<file path="config.mk">
export PLATFORM = sky130hd
export DESIGN_NAME = uart_imem_loader
export DESIGN_NICKNAME = d
export VERILOG_FILES = /design/src/rtl/uart_imem_loader_pkg.sv /design/src/rtl/uart_imem_loader_rx_byte.sv /design/src/rtl/uart_imem_loader.sv
export SDC_FILE = /design/constraint.sdc
export NUM_CORES = 1
export LEC_CHECK = 0
export ABC_AREA = 1
export CORE_UTILIZATION = 46
export CTS_BUF_LIST = sky130_fd_sc_hd__clkbuf_8
export DETAILED_ROUTE_END_ITERATION = 8
export PLACE_DENSITY_LB_ADDON = 0.2
export SLEW_MARGIN = 25
export SYNTH_ARGS = -nofsm -noshare
export SYNTH_HDL_FRONTEND = slang
export SYNTH_SLANG_ARGS = --single-unit
</file>
<file path="constraint.sdc">
create_clock -name clk -period 2.7 [get_ports clk]
set_input_delay 0.54 -clock clk [delete_from_list [all_inputs] [get_ports clk]]
set_output_delay 0.54 -clock clk [all_outputs]
set_load 0.01 [all_outputs]
</file>
<file path="src/rtl/uart_imem_loader_pkg.sv">
// Shared constants and state encodings for the UART instruction-memory loader.
// DIV is derived from the clock/baud pair through calc_div so every user agrees on it.
package uart_imem_loader_pkg;

  localparam int DEF_CLK_FREQ   = 100_000_000;
  localparam int DEF_BAUD       = 115200;
  localparam int DEF_ADDR_WIDTH = 14;
  localparam int DEF_DIV        = DEF_CLK_FREQ / DEF_BAUD;

  function automatic int calc_div(input int clk_freq, input int baud);
    return clk_freq / baud;
  endfunction

  typedef enum logic [2:0] {
    LD_IDLE, LD_HDR_LO, LD_HDR_HI, LD_DATA, LD_DONE, LD_ERR
  } ld_state_e;

  typedef enum logic [1:0] {
    RX_IDLE, RX_START, RX_DATA, RX_STOP
  } rx_state_e;

endpackage

</file>
<file path="src/rtl/uart_imem_loader_rx_byte.sv">
// 8N1 byte receiver: 2-flop sync, start-bit glitch rejection at half a bit,
// mid-bit sampling every DIV clocks, one-cycle valid/err pulse after the stop sample.
module uart_rx_byte
  import uart_imem_loader_pkg::*;
#(
  parameter int DIV = DEF_DIV
) (
  input  logic       clk,
  input  logic       rst_n,
  input  logic       rx,
  output logic       byte_valid,
  output logic [7:0] byte_data,
  output logic       byte_err
);

  localparam int CW = $clog2(DIV);
  localparam logic [CW-1:0] HALF = CW'(DIV / 2 - 1);
  localparam logic [CW-1:0] FULL = CW'(DIV - 1);

  rx_state_e     state_q, state_d;
  logic [CW-1:0] cnt_q, cnt_d;
  logic [2:0]    bit_q, bit_d;
  logic [7:0]    shift_q, shift_d;
  logic          valid_q, valid_d, err_q, err_d;
  logic          rx_s1_q, rx_s2_q, rx_prev_q;

  always_comb begin
    state_d = state_q;
    cnt_d   = cnt_q;
    bit_d   = bit_q;
    shift_d = shift_q;
    valid_d = 1'b0;
    err_d   = 1'b0;
    case (state_q)
      RX_IDLE: begin
        if (rx_prev_q && !rx_s2_q) begin
          state_d = RX_START;
          cnt_d   = '0;
        end
      end
      RX_START: begin
        if (cnt_q == HALF) begin
          // line back high at mid start bit means it was a glitch
          cnt_d   = '0;
          bit_d   = '0;
          state_d = rx_s2_q ? RX_IDLE : RX_DATA;
        end else cnt_d = cnt_q + CW'(1);
      end
      RX_DATA: begin
        if (cnt_q == FULL) begin
          cnt_d   = '0;
          shift_d = {rx_s2_q, shift_q[7:1]};
          bit_d   = bit_q + 3'd1;
          if (bit_q == 3'd7) state_d = RX_STOP;
        end else cnt_d = cnt_q + CW'(1);
      end
      RX_STOP: begin
        if (cnt_q == FULL) begin
          cnt_d   = '0;
          valid_d = rx_s2_q;
          err_d   = !rx_s2_q;
          state_d = RX_IDLE;
        end else cnt_d = cnt_q + CW'(1);
      end
      default: state_d = RX_IDLE;
    endcase
  end

  always_ff @(posedge clk or negedge rst_n) begin
    if (!rst_n) begin
      rx_s1_q   <= 1'b1;
      rx_s2_q   <= 1'b1;
      rx_prev_q <= 1'b1;
      state_q   <= RX_IDLE;
      cnt_q     <= '0;
      bit_q     <= '0;
      shift_q   <= '0;
      valid_q   <= 1'b0;
      err_q     <= 1'b0;
    end else begin
      rx_s1_q   <= rx;
      rx_s2_q   <= rx_s1_q;
      rx_prev_q <= rx_s2_q;
      state_q   <= state_d;
      cnt_q     <= cnt_d;
      bit_q     <= bit_d;
      shift_q   <= shift_d;
      valid_q   <= valid_d;
      err_q     <= err_d;
    end
  end

  assign byte_valid = valid_q;
  assign byte_err   = err_q;
  assign byte_data  = shift_q;

endmodule

</file>
<file path="src/rtl/uart_imem_loader.sv">
// Serial program loader: word-count header then little-endian words from UART,
// written to consecutive imem addresses while the CPU is held in reset.
module uart_imem_loader
  import uart_imem_loader_pkg::*;
#(
  parameter int CLK_FREQ   = DEF_CLK_FREQ,
  parameter int BAUD       = DEF_BAUD,
  parameter int ADDR_WIDTH = DEF_ADDR_WIDTH
) (
  input  logic                  clk,
  input  logic                  rst,
  input  logic                  start,
  input  logic                  rx,
  output logic                  imem_we,
  output logic [ADDR_WIDTH-1:0] imem_addr,
  output logic [31:0]           imem_wdata,
  output logic                  cpu_rst_hold,
  output logic                  busy,
  output logic                  done,
  output logic                  frame_err
);

  localparam int DIV = calc_div(CLK_FREQ, BAUD);

  logic       rx_valid, rx_err;
  logic [7:0] rx_data;

  uart_rx_byte #(.DIV(DIV)) u_rx (
    .clk       (clk),
    .rst_n     (rst),
    .rx        (rx),
    .byte_valid(rx_valid),
    .byte_data (rx_data),
    .byte_err  (rx_err)
  );

  ld_state_e             state_q, state_d;
  logic [ADDR_WIDTH-1:0] addr_q, addr_d;
  logic [31:0]           wdata_q, wdata_d;
  logic [1:0]            idx_q, idx_d;
  logic [15:0]           cnt_q, cnt_d;
  logic                  we_q, we_d;

  always_comb begin
    state_d = state_q;
    addr_d  = we_q ? addr_q + ADDR_WIDTH'(1) : addr_q;
    wdata_d = wdata_q;
    idx_d   = idx_q;
    cnt_d   = cnt_q;
    we_d    = 1'b0;
    case (state_q)
      LD_IDLE: begin
        if (start) begin
          state_d = LD_HDR_LO;
          addr_d  = '0;
          idx_d   = '0;
        end
      end
      LD_HDR_LO: begin
        if (!start) state_d = LD_IDLE;
        else if (rx_err) state_d = LD_ERR;
        else if (rx_valid) begin
          cnt_d[7:0] = rx_data;
          state_d    = LD_HDR_HI;
        end
      end
      LD_HDR_HI: begin
        if (!start) state_d = LD_IDLE;
        else if (rx_err) state_d = LD_ERR;
        else if (rx_valid) begin
          cnt_d   = {rx_data, cnt_q[7:0]};
          state_d = ({rx_data, cnt_q[7:0]} != 16'd0) ? LD_DATA : LD_DONE;
        end
      end
      LD_DATA: begin
        if (!start) state_d = LD_IDLE;
        else if (rx_err) state_d = LD_ERR;
        else if (rx_valid) begin
          wdata_d[{idx_q, 3'b000} +: 8] = rx_data;
          idx_d = idx_q + 2'd1;
          if (idx_q == 2'd3) begin
            // DONE lands on the same edge the final strobe rises
            we_d  = 1'b1;
            cnt_d = cnt_q - 16'd1;
            if (cnt_q == 16'd1) state_d = LD_DONE;
          end
        end
      end
      LD_DONE, LD_ERR: begin
        if (!start) state_d = LD_IDLE;
      end
      default: state_d = LD_IDLE;
    endcase
  end

  always_ff @(posedge clk or negedge rst) begin
    if (!rst) begin
      state_q <= LD_IDLE;
      addr_q  <= '0;
      wdata_q <= '0;
      idx_q   <= '0;
      cnt_q   <= '0;
      we_q    <= 1'b0;
    end else begin
      state_q <= state_d;
      addr_q  <= addr_d;
      wdata_q <= wdata_d;
      idx_q   <= idx_d;
      cnt_q   <= cnt_d;
      we_q    <= we_d;
    end
  end

  assign imem_we      = we_q;
  assign imem_addr    = addr_q;
  assign imem_wdata   = wdata_q;
  assign busy         = (state_q == LD_HDR_LO) || (state_q == LD_HDR_HI) || (state_q == LD_DATA);
  assign cpu_rst_hold = busy || (state_q == LD_ERR);
  assign done         = (state_q == LD_DONE);
  assign frame_err    = (state_q == LD_ERR);

endmodule

</file>
==> out/results.ini, run 1 <==
[critical_path]
cp_max_fo = 8
rrSetupSlack_ps = 530
criticalPathCategory = register to output port
start_kind = register
setup.worst_path.end_class = output port
crit_required_ps = 2160
cp.arrival_ps = 1710
worstReg2RegStart = idx_q[0]
r2r_cells = 6
r2r_end = imem_wdata[20]

[drt]
drt_iter0_drc = 160
post_drt_wl_per_cell_um = 13.5
vias = 4464
drc_errors = 0
drtPass1Iterations = 5
vias_per_cell = 5.17
routed_wl_mm = 11.7
drtAntennaViolNets = 0

[grt]
grt_usage_pct = 22.2
antenna_found_initial = 0
grt_overflow = 0
grt_pass1_wl_mm = 20.3
first_global_vias = 4429
grt_max_degree = 44

[die]
die_h_um = 107
start_util_pct = 47.2
dieArea_sq_mm = 0.0116
die_w_um = 107
core_sq_mm = 0.0108
num_rows = 38
pin_count = 55

[clock_tree]
clock_sinks = 96
cts-hold-fix-buffers = 0
clockBufferDepth = 2
cts_tree = done
cts-resized-gates = 0
cts.clk_slew.worst_paths_ps = 100
clk_latency_ps = 370
h-tree-depth = 3
cts_buffers = 9
cts_root_buf = clkbuf_8
cts_setup_buffers = 0

[place]
dp_hpwl_mm = 8.68
io_buffers = 54
gp_congestion = 0.853
post-place-ws_ps = 422

[finish]
nets = 739
diodes = 0
syn_to_final_growth_pct = 17.8
drive_above_1_share_pct = 5.67
fillCellCount = 1022

[timing]
fin_skew_ps = 15.3
hold_viol = 0
finalMaxSlewViolations = 0
slew_headroom_pct = 60.4
setup_ws_ps = 446
fin_tns_setup_ps = 0
setup_violations = 0
fin_crit_ps = 2250
fmax_ghz = 0.444
tightest_slew_ps = 589
rsz0062_at_grt = false
fin_crit_sh_pct = 83.5

[logic_synthesis]
synth_area_sq_mm = 0.00512
avgSynthCellArea_sq_um = 7.78
postSynthRegisterBits = 96
syn_inst = 658
yosysSeqAreaShare_pct = 47.0
yosysWarnings = 0
synth_nets = 679
ys_types = 34

[power_and_ir_drop]
powerDensity_mw_per_mm2 = 655
power.leakage_nw = 3.00
peakVddDrop_uv = 243

[flow_run]
cap_viol_max_count = 0

[worst_hold_path]
hp-class = input pin to async pin

[outcome]
outcome = finished, final reports clean

cells in the mapped netlist (all sizes together):
cell | number | area [sq um]
nand3b | 2 | 15.0
inv | 72 | 270
a21oi | 17 | 85.1
nand4 | 11 | 68.8
nand3 | 51 | 255
o22ai | 5 | 31.3
o21ai | 76 | 380
nor3 | 11 | 55.1
xor2 | 13 | 114
o211ai | 1 | 7.51
ha | 17 | 213
clkbuf | 5 | 20.0
o2111ai | 2 | 23.8
buf | 6 | 48.8
nor4 | 2 | 12.5
nand2 | 170 | 651
nor2 | 91 | 389
dfstp | 3 | 78.8
clkinv | 1 | 3.75
a31oi | 2 | 12.5
xnor2 | 4 | 35.0
or2 | 1 | 6.26
o31ai | 1 | 7.51
a21boi | 1 | 7.51
dfrtp | 93 | 2330
per-stage QoR:
stage | hold slack (ps) | area [sq um] | util, % | instances | power, W
global route | 218 | 6030 | 55.6 | 863 | 0.00425
floorplan | 244 | 5120 | - | 658 | 0.00261
global placement | 346 | 5820 | 53.7 | 847 | 0.00293
CTS | 178 | 6030 | 55.6 | 863 | 0.00398
finish | 160 | 6030 | 55.6 | 863 | 0.00395
detailed placement | 347 | 5820 | 53.7 | 847 | 0.00297
cells by family after synthesis:
family,synth area share [%]
and+or+nand+nor,28.4
AOI/OAI and AO/OA,10.9
DFF,47.0
buffers and inverters,6.70
xor gates and xnor gates,2.91
adders and majority gates,4.16
routing by layer:
metal | wire length, um | vias up | GRT usage [%]
li1 | - | 2258 | -
met1 | 5430 | 2114 | 28.9
met2 | 5690 | 77 | 37.6
met3 | 402 | 15 | 2.85
met4 | 170 | 0 | 8.22
met5 | 0 | - | 0
how the worst max path moves through the flow:
stage,cells after the start,end,startpoint,slack (ps)
3_5_place_dp,7,idx_q[1],start,420
6_report,3,done,state_q[2],450
4_1_cts,3,done,state_q[2],440
2_1_floorplan,7,imem_wdata[16],idx_q[0],940
5_1_grt,6,imem_wdata[17],idx_q[0],300
3_3_place_gp,7,idx_q[1],start,470
sequential cells by signal, summed over array words and instances (netlist names), named ones only:
signal	cells
u_rx.rx_s2_q	1
state_q	3
idx_q	2
u_rx.byte_valid	1
u_rx.rx_s1_q	1
u_rx.byte_err	1
u_rx.cnt_q	10
u_rx.rx_prev_q	1
cnt_q	16
imem_addr	14
u_rx.state_q	1
u_rx.bit_q	3
imem_wdata	32
imem_we	1
u_rx.byte_data	8
worst max-delay path, cell delays in order, from the launching register on:
cell and delay (ps):
dfrtp_1 510, inv_1 150, nor3_1 140, clkdlybuf4s50_1 560
placed cells by master, fill, tap and decap left out, types with 11 or more instances in the layout:
cell / netlist / final
xor2_1: 13 / 13
nand2_1: 167 / 167
a21oi_1: 17 / 17
ha_1: 17 / 17
o21ai_1: 30 / 30
nand4_1: 11 / 11
nand3_1: 51 / 51
dfrtp_1: 93 / 93
inv_1: 69 / 69
o21ai_0: 46 / 46
clkdlybuf4s50_1: 0 / 53
nor3_1: 11 / 11
nor2_1: 84 / 84
power breakdown:
group	internal (W)	switching, W
combinational	0.000438	0.000853
clock	0.000467	0.000540
sequential	0.00153	0.000120
area by class of cell:
cell class	instances	area [sq um]	share of cell area [%]
inverter	73	274	4.54
sequential	96	2410	39.9
tap	140	175	2.90
multi-input combinational	478	2370	39.3
timing repair buffer	60	596	9.87
clock buffer	10	138	2.28
clock inverter	6	73.8	1.22
(Power assumes the default switching activity.)
==> inputs of run 2 (changes only) <==
Clock period 2.7 ns to 2 ns, I/O delays scaled along.
==> out/results.ini, run 2 (same netlist as run 1, synthesis figures left out) <==
[die]
core_sq_mm = 0.0108  ; unchanged
die_w_um = 107  ; unchanged
num_rows = 38  ; unchanged
dieArea_sq_mm = 0.0116  ; unchanged
start_util_pct = 47.2  ; unchanged
die_h_um = 107  ; unchanged
pin_count = 55  ; unchanged

[finish]
fin_util_pct = 57.2  ; +1.6 points
layout_common_cells = 166 x nand2_1, 90 x dfrtp_1, 83 x nor2_1
layout_commonest_cell = nand2_1
largest_reg_flops = 32  ; unchanged
drive_above_1_share_pct = 8.63  ; +3.0 points
syn_to_final_growth_pct = 21.2
diodes = 0  ; unchanged
nets = 758  ; +2.6%

[place]
post-place-ws_ps = -9.64  ; -431 ps
gp_congestion = 0.891  ; +4.4%
io_buffers = 54  ; unchanged
dp_hpwl_mm = 8.90  ; +2.5%

[drt]
post_drt_wl_per_cell_um = 13.5  ; -0.47%
vias_per_cell = 5.22  ; +0.94%
vias = 4605  ; +3.2%
drc_errors = 0  ; unchanged
drt_iter0_drc = 276  ; +73%
drtPass1Iterations = 6  ; +1
routed_wl_mm = 11.9  ; +1.7%
drtAntennaViolNets = 0  ; unchanged

[clock_tree]
cts_buffers = 9  ; unchanged
clk_latency_ps = 370  ; about the same
cts.clk_slew.worst_paths_ps = 100  ; about the same
cts_setup_buffers = 0  ; unchanged
clock_sinks = 96  ; unchanged
h-tree-depth = 3  ; unchanged
cts_root_buf = clkbuf_8
clockBufferDepth = 2  ; unchanged
cts_tree = done

[critical_path]
crit_slowest_cell = clkdlybuf4s50_1
slowest_delay_ps = 480  ; -80 ps
cp_max_fo = 7  ; -1
crit_chain = nor2_2, nor2_1, clkdlybuf4s50_1
crit_buf_inv = 1  ; -1
criticalPathCategory = register to output port
cp_top_family = buffers and inverters
setup.worst_path.end_class = output port
cp.arrival_ps = 1530  ; -180 ps
crit_required_ps = 1600  ; -560 ps
start_kind = register

[timing]
fin_tns_setup_ps = 0  ; unchanged
fin_crit_ps = 1930
hold_viol = 0  ; unchanged
fin_skew_ps = 13.1  ; -2.22 ps
setup_violations = 0  ; unchanged
fmax_ghz = 0.518
finalMaxSlewViolations = 0  ; unchanged
slew_headroom_pct = 69.8  ; +9.4 points
setup_ws_ps = 69.0  ; -377 ps
fin_crit_sh_pct = 96.6
tightest_slew_ps = 451  ; -138 ps
rsz0062_at_grt = false

[worst_hold_path]
hp-class = register to register

[power_and_ir_drop]
power_w = 0.00543  ; +37%
power.leakage_nw = 3.11  ; +3.8%
peakVddDrop_uv = 749  ; +210%
powerDensity_mw_per_mm2 = 874  ; +33%

[grt]
grt_usage_pct = 22.3  ; +0.12 points
grt_max_degree = 35  ; -20%
grt_overflow = 0  ; unchanged
antenna_found_initial = 0  ; unchanged
grt_pass1_wl_mm = 20.5  ; +0.96%
first_global_vias = 4461  ; +0.72%

[flow_run]
cap_viol_max_count = 0  ; unchanged

[outcome]
outcome = finished, final reports clean

run 2: cell count changes in the layout (fill, tap and decap cells not counted), sizes merged:
cell           delta
buf              +18
dlygate4sd2       +3
dlygate4sd3       +1
clkdlybuf4s50     -3
run 2: final cells by class:
| cell class | count | area (sq um) |
|---|---|---|
| Tap cell | 140 | 175 |
| Inverter | 73 | 274 |
| Timing Repair Buffer | 79 | 762 |
| Clock inverter | 6 | 71.3 |
| Fill cell | 1010 | 4640 |
| Multi-Input combinational cell | 478 | 2370 |
| Sequential cell | 96 | 2410 |
| Clock buffer | 10 | 138 |
run 2: metrics by stage:
step | hold slack, ps | instances | instance area [sq um]
final | 362 | 882 | 6200
after global routing | 369 | 882 | 6200
after CTS | 362 | 882 | 6200
after detailed placement | 348 | 865 | 5980
after global placement | 348 | 865 | 5980
after floorplan | 104 | 658 | 5120
run 2: repair_timing:
action,4_1_cts,5_1_grt
endpoints found under the setup margin,4,9
cloned,0,0
hold endpoints to repair,22,0
gates resized for setup,6,2
hold buffers,1,0
run 2: path summary, 6_finish.rpt:
check / start / to / slack, ps / cells after the start
setup reg to reg: cnt_q[0] / state_q[0] / 240 / 9
setup / recovery: state_q[0] / busy / 70 / 3
max in group asynchronous: rst / state_q[2] / 870 / 3
hold reg to reg: u_rx.rx_s1_q / u_rx.rx_s2_q / 360 / 0
hold / removal: u_rx.rx_s1_q / u_rx.rx_s2_q / 360 / 0
min in group asynchronous: rst / state_q[0] / 490 / 2
run 2: per-layer routing:
| layer | wire [um] | GRT usage (%) | part of all wire, % | vias up |
|---|---|---|---|---|
| li1 | - | - | - | 2294 |
| met1 | 5480 | 29.3 | 46 | 2176 |
| met2 | 5770 | 37.4 | 49 | 119 |
| met3 | 492 | 4.12 | 4.1 | 16 |
| met4 | 145 | 6.36 | 1.2 | 0 |
| met5 | 0 | 0 | 0 | - |
run 2: power breakdown:
group | internal [W] | total (W) | switching (W)
Clock | 0.000626 | 0.00134 | 0.000718
Combinational | 0.000645 | 0.00184 | 0.00120
Sequential | 0.00208 | 0.00224 | 0.000162
Total | 0.00335 | 0.00543 | 0.00208
run 2: worst register-to-register path: stages, from the launching register on:
cell	delay [ps]
dfrtp_1	400
inv_1	130
ha_1	230
nand3_1	150
nor2_1	230
nand2_1	140
o21ai_0	200
nand2_1	80
nand2_1	70
nand2_1	40
==> inputs of run 3 (changes only) <==
Settings changed: CORE_MARGIN set to 2.
==> out/results.ini, run 3 (same netlist as run 1, synthesis figures left out) <==
[outcome]
outcome = finished, final reports clean

[finish]
drive_above_1_share_pct = 8.23  ; -0.39 points
largest_reg_flops = 32  ; unchanged
nets = 757  ; -0.13%
regArea_sq_mm = 0.00241  ; unchanged
syn_to_final_growth_pct = 20.7
layout_commonest_cell = nand2_1
multi_input_area_sq_mm = 0.00238  ; +0.11%
diodes = 0  ; unchanged
fin_util_pct = 57.0  ; -0.25 points
layout_common_cells = 167 x nand2_1, 90 x dfrtp_1, 83 x nor2_1
fillCellCount = 1014  ; +0.40%
stdcell_area_sq_mm = 0.00618  ; -0.44%

[power_and_ir_drop]
p_sw_share_pct = 38.1  ; -0.26 points
pwr-share-clk_pct = 23.7  ; -1.1 points
p_switching_w = 0.00204  ; -1.7%
power.leakage_nw = 3.10  ; -0.48%
powerDensity_mw_per_mm2 = 869  ; -0.57%
comb_power_share_pct = 34.8  ; +0.8 points
power_w = 0.00537  ; -1.0%
peakVddDrop_uv = 460  ; -39%
seq_power_share_pct = 41.5  ; +0.3 points
p_int_w = 0.00333  ; -0.60%

[critical_path]
setup.worst_path.end_class = output port
crit_start = state_q[0]
cp.arrival_ps = 1540  ; about the same
crit_buf_inv = 2  ; +1
worstReg2RegStart = state_q[2]
crit_required_ps = 1600  ; about the same
cp_top_family = flip-flops
crit_slowest_cell = dfrtp_2
cp_max_fo = 5  ; -2
start_kind = register
slowest_delay_ps = 460  ; -20 ps
crit_chain = buf_4, nor3_1, dlygate4sd2_1
criticalPathCategory = register to output port

[place]
dp_hpwl_mm = 8.70  ; -2.3%
io_buffers = 54  ; unchanged
gp_congestion = 0.880  ; -1.2%
placed_area_sq_mm = 0.00594  ; -0.71%
post-place-ws_ps = 14.0  ; +23.6 ps

[timing]
fin_crit_sh_pct = 96.8  ; +0.27 points
slew_headroom_pct = 69.8  ; about the same
fin_crit_ps = 1940  ; +5.42 ps
hold_viol = 0  ; unchanged
fmax_ghz = 0.516  ; -0.28%
tightest_slew_ps = 452  ; +0.245 ps
finalMaxSlewViolations = 0  ; unchanged
fin_skew_ps = 7.85  ; -5.24 ps
setup_ws_ps = 63.6  ; -5.42 ps
fin_tns_setup_ps = 0  ; unchanged
setup_violations = 0  ; unchanged

[grt]
grt_pass1_wl_mm = 19.7  ; -3.8%
grt_overflow = 0  ; unchanged
first_global_vias = 4308  ; -3.4%
grt_max_degree = 34  ; -2.9%
antenna_found_initial = 0  ; unchanged
grt_usage_pct = 20.7  ; -1.6 points

[drt]
post_drt_wl_per_cell_um = 13.2  ; -1.8%
drtAntennaViolNets = 0  ; unchanged
drtPass1Iterations = 5  ; -1
vias_per_cell = 5.16  ; -1.1%
routed_wl_mm = 11.7  ; -1.9%
drc_errors = 0  ; unchanged
vias = 4548  ; -1.2%
drt_iter0_drc = 244  ; -12%

[die]
core_sq_mm = 0.0108  ; unchanged
pin_count = 55  ; unchanged
start_util_pct = 47.2  ; unchanged
dieArea_sq_mm = 0.0120  ; +3.8%
die_w_um = 109  ; +1.9%
num_rows = 38  ; unchanged
die_h_um = 109  ; +1.9%

[flow_run]
cap_viol_max_count = 0  ; unchanged

[clock_tree]
cts_tree = done
h-tree-depth = 3  ; unchanged
clock_sinks = 96  ; unchanged
cts_root_buf = clkbuf_8
clockBufferDepth = 2  ; unchanged
cts_buffers = 9  ; unchanged
clk_latency_ps = 360  ; about the same
cts.clk_slew.worst_paths_ps = 90  ; about the same

[worst_hold_path]
hold_path.startpoint = u_rx.rx_s1_q
hp-class = register to register

-- run 3: cell types whose count changed in the layout (fill, tap and decap cells not counted) --
| cell | delta |
|---|---|
| inv_1 | +1 |
| nand2_2 | -1 |
| clkinv_4 | +1 |
| buf_12 | -1 |
| inv_6 | -2 |
| clkinv_2 | +1 |
| nand2_1 | +1 |
| clkbuf_8 | -1 |
| nor2_2 | -1 |
| buf_6 | +1 |
| buf_4 | -1 |
| nor2_4 | +1 |
-- run 3: worst register-to-register path, stage by stage, from the launching register on --
cell and delay, ps:
dfrtp_2 440, buf_4 160, nor2_4 160, nand2_2 80
inv_2 70, nand2_2 70, nor2_4 120, nand2_4 170
buf_4 230, o21ai_1 130, nand2_1 70
-- run 3: what timing repair did --
item,CTS,global route
setup buffers,1,2
gates resized for setup,6,3
pin swaps,0,0
endpoints found under the hold margin,29,0
endpoints found under the setup margin,4,2
hold buffers,1,0
-- run 3: worst paths after layout --
path / to / slack (ps) / depth (start not counted)
min in group asynchronous: imem_addr[6] / 520 / 2
worst max-delay path: done / 60 / 3
worst min register to register: u_rx.rx_s2_q / 360 / 0
worst min-delay path: u_rx.rx_s2_q / 360 / 0
worst max register to register: imem_wdata[15] / 200 / 10
max in group asynchronous: u_rx.rx_prev_q / 870 / 3
-- run 3: power groups by stage --
stage          Clock [W]  Combinational [W]  Sequential, W
2_1_floorplan          0            0.00131        0.00221
3_3_place_gp           0            0.00176        0.00226
3_5_place_dp           0            0.00180        0.00226
4_1_cts          0.00131            0.00181        0.00223
5_1_grt          0.00139            0.00213        0.00225
6_report         0.00127            0.00187        0.00223
-- run 3: layer usage --
metal  routed length [um]  vias to the layer above  share of wire, %  track usage (%)
met5                    0                        -                 0                0
met4                  121                        0               1.0             6.15
met3                  451                       14               3.9             3.44
met2                 5520                       92                47             34.2
met1                 5570                     2147                48             27.9
li1                     -                     2295                 -                -
-- run 3: layout make-up --
class	count	share of cell area [%]
sequential	96	39.0
multi-input combinational	478	38.5
timing repair buffer	78	12.1
inverter	73	4.44
tap	140	2.84
clock buffer	9	2.01
clock inverter	7	1.15
-- run 3: stage by stage --
stage          cells  hold slack, ps
6_report         881             362
5_1_grt          881             370
3_5_place_dp     861             351
4_1_cts          879             365
3_3_place_gp     861             349
2_1_floorplan    658             104
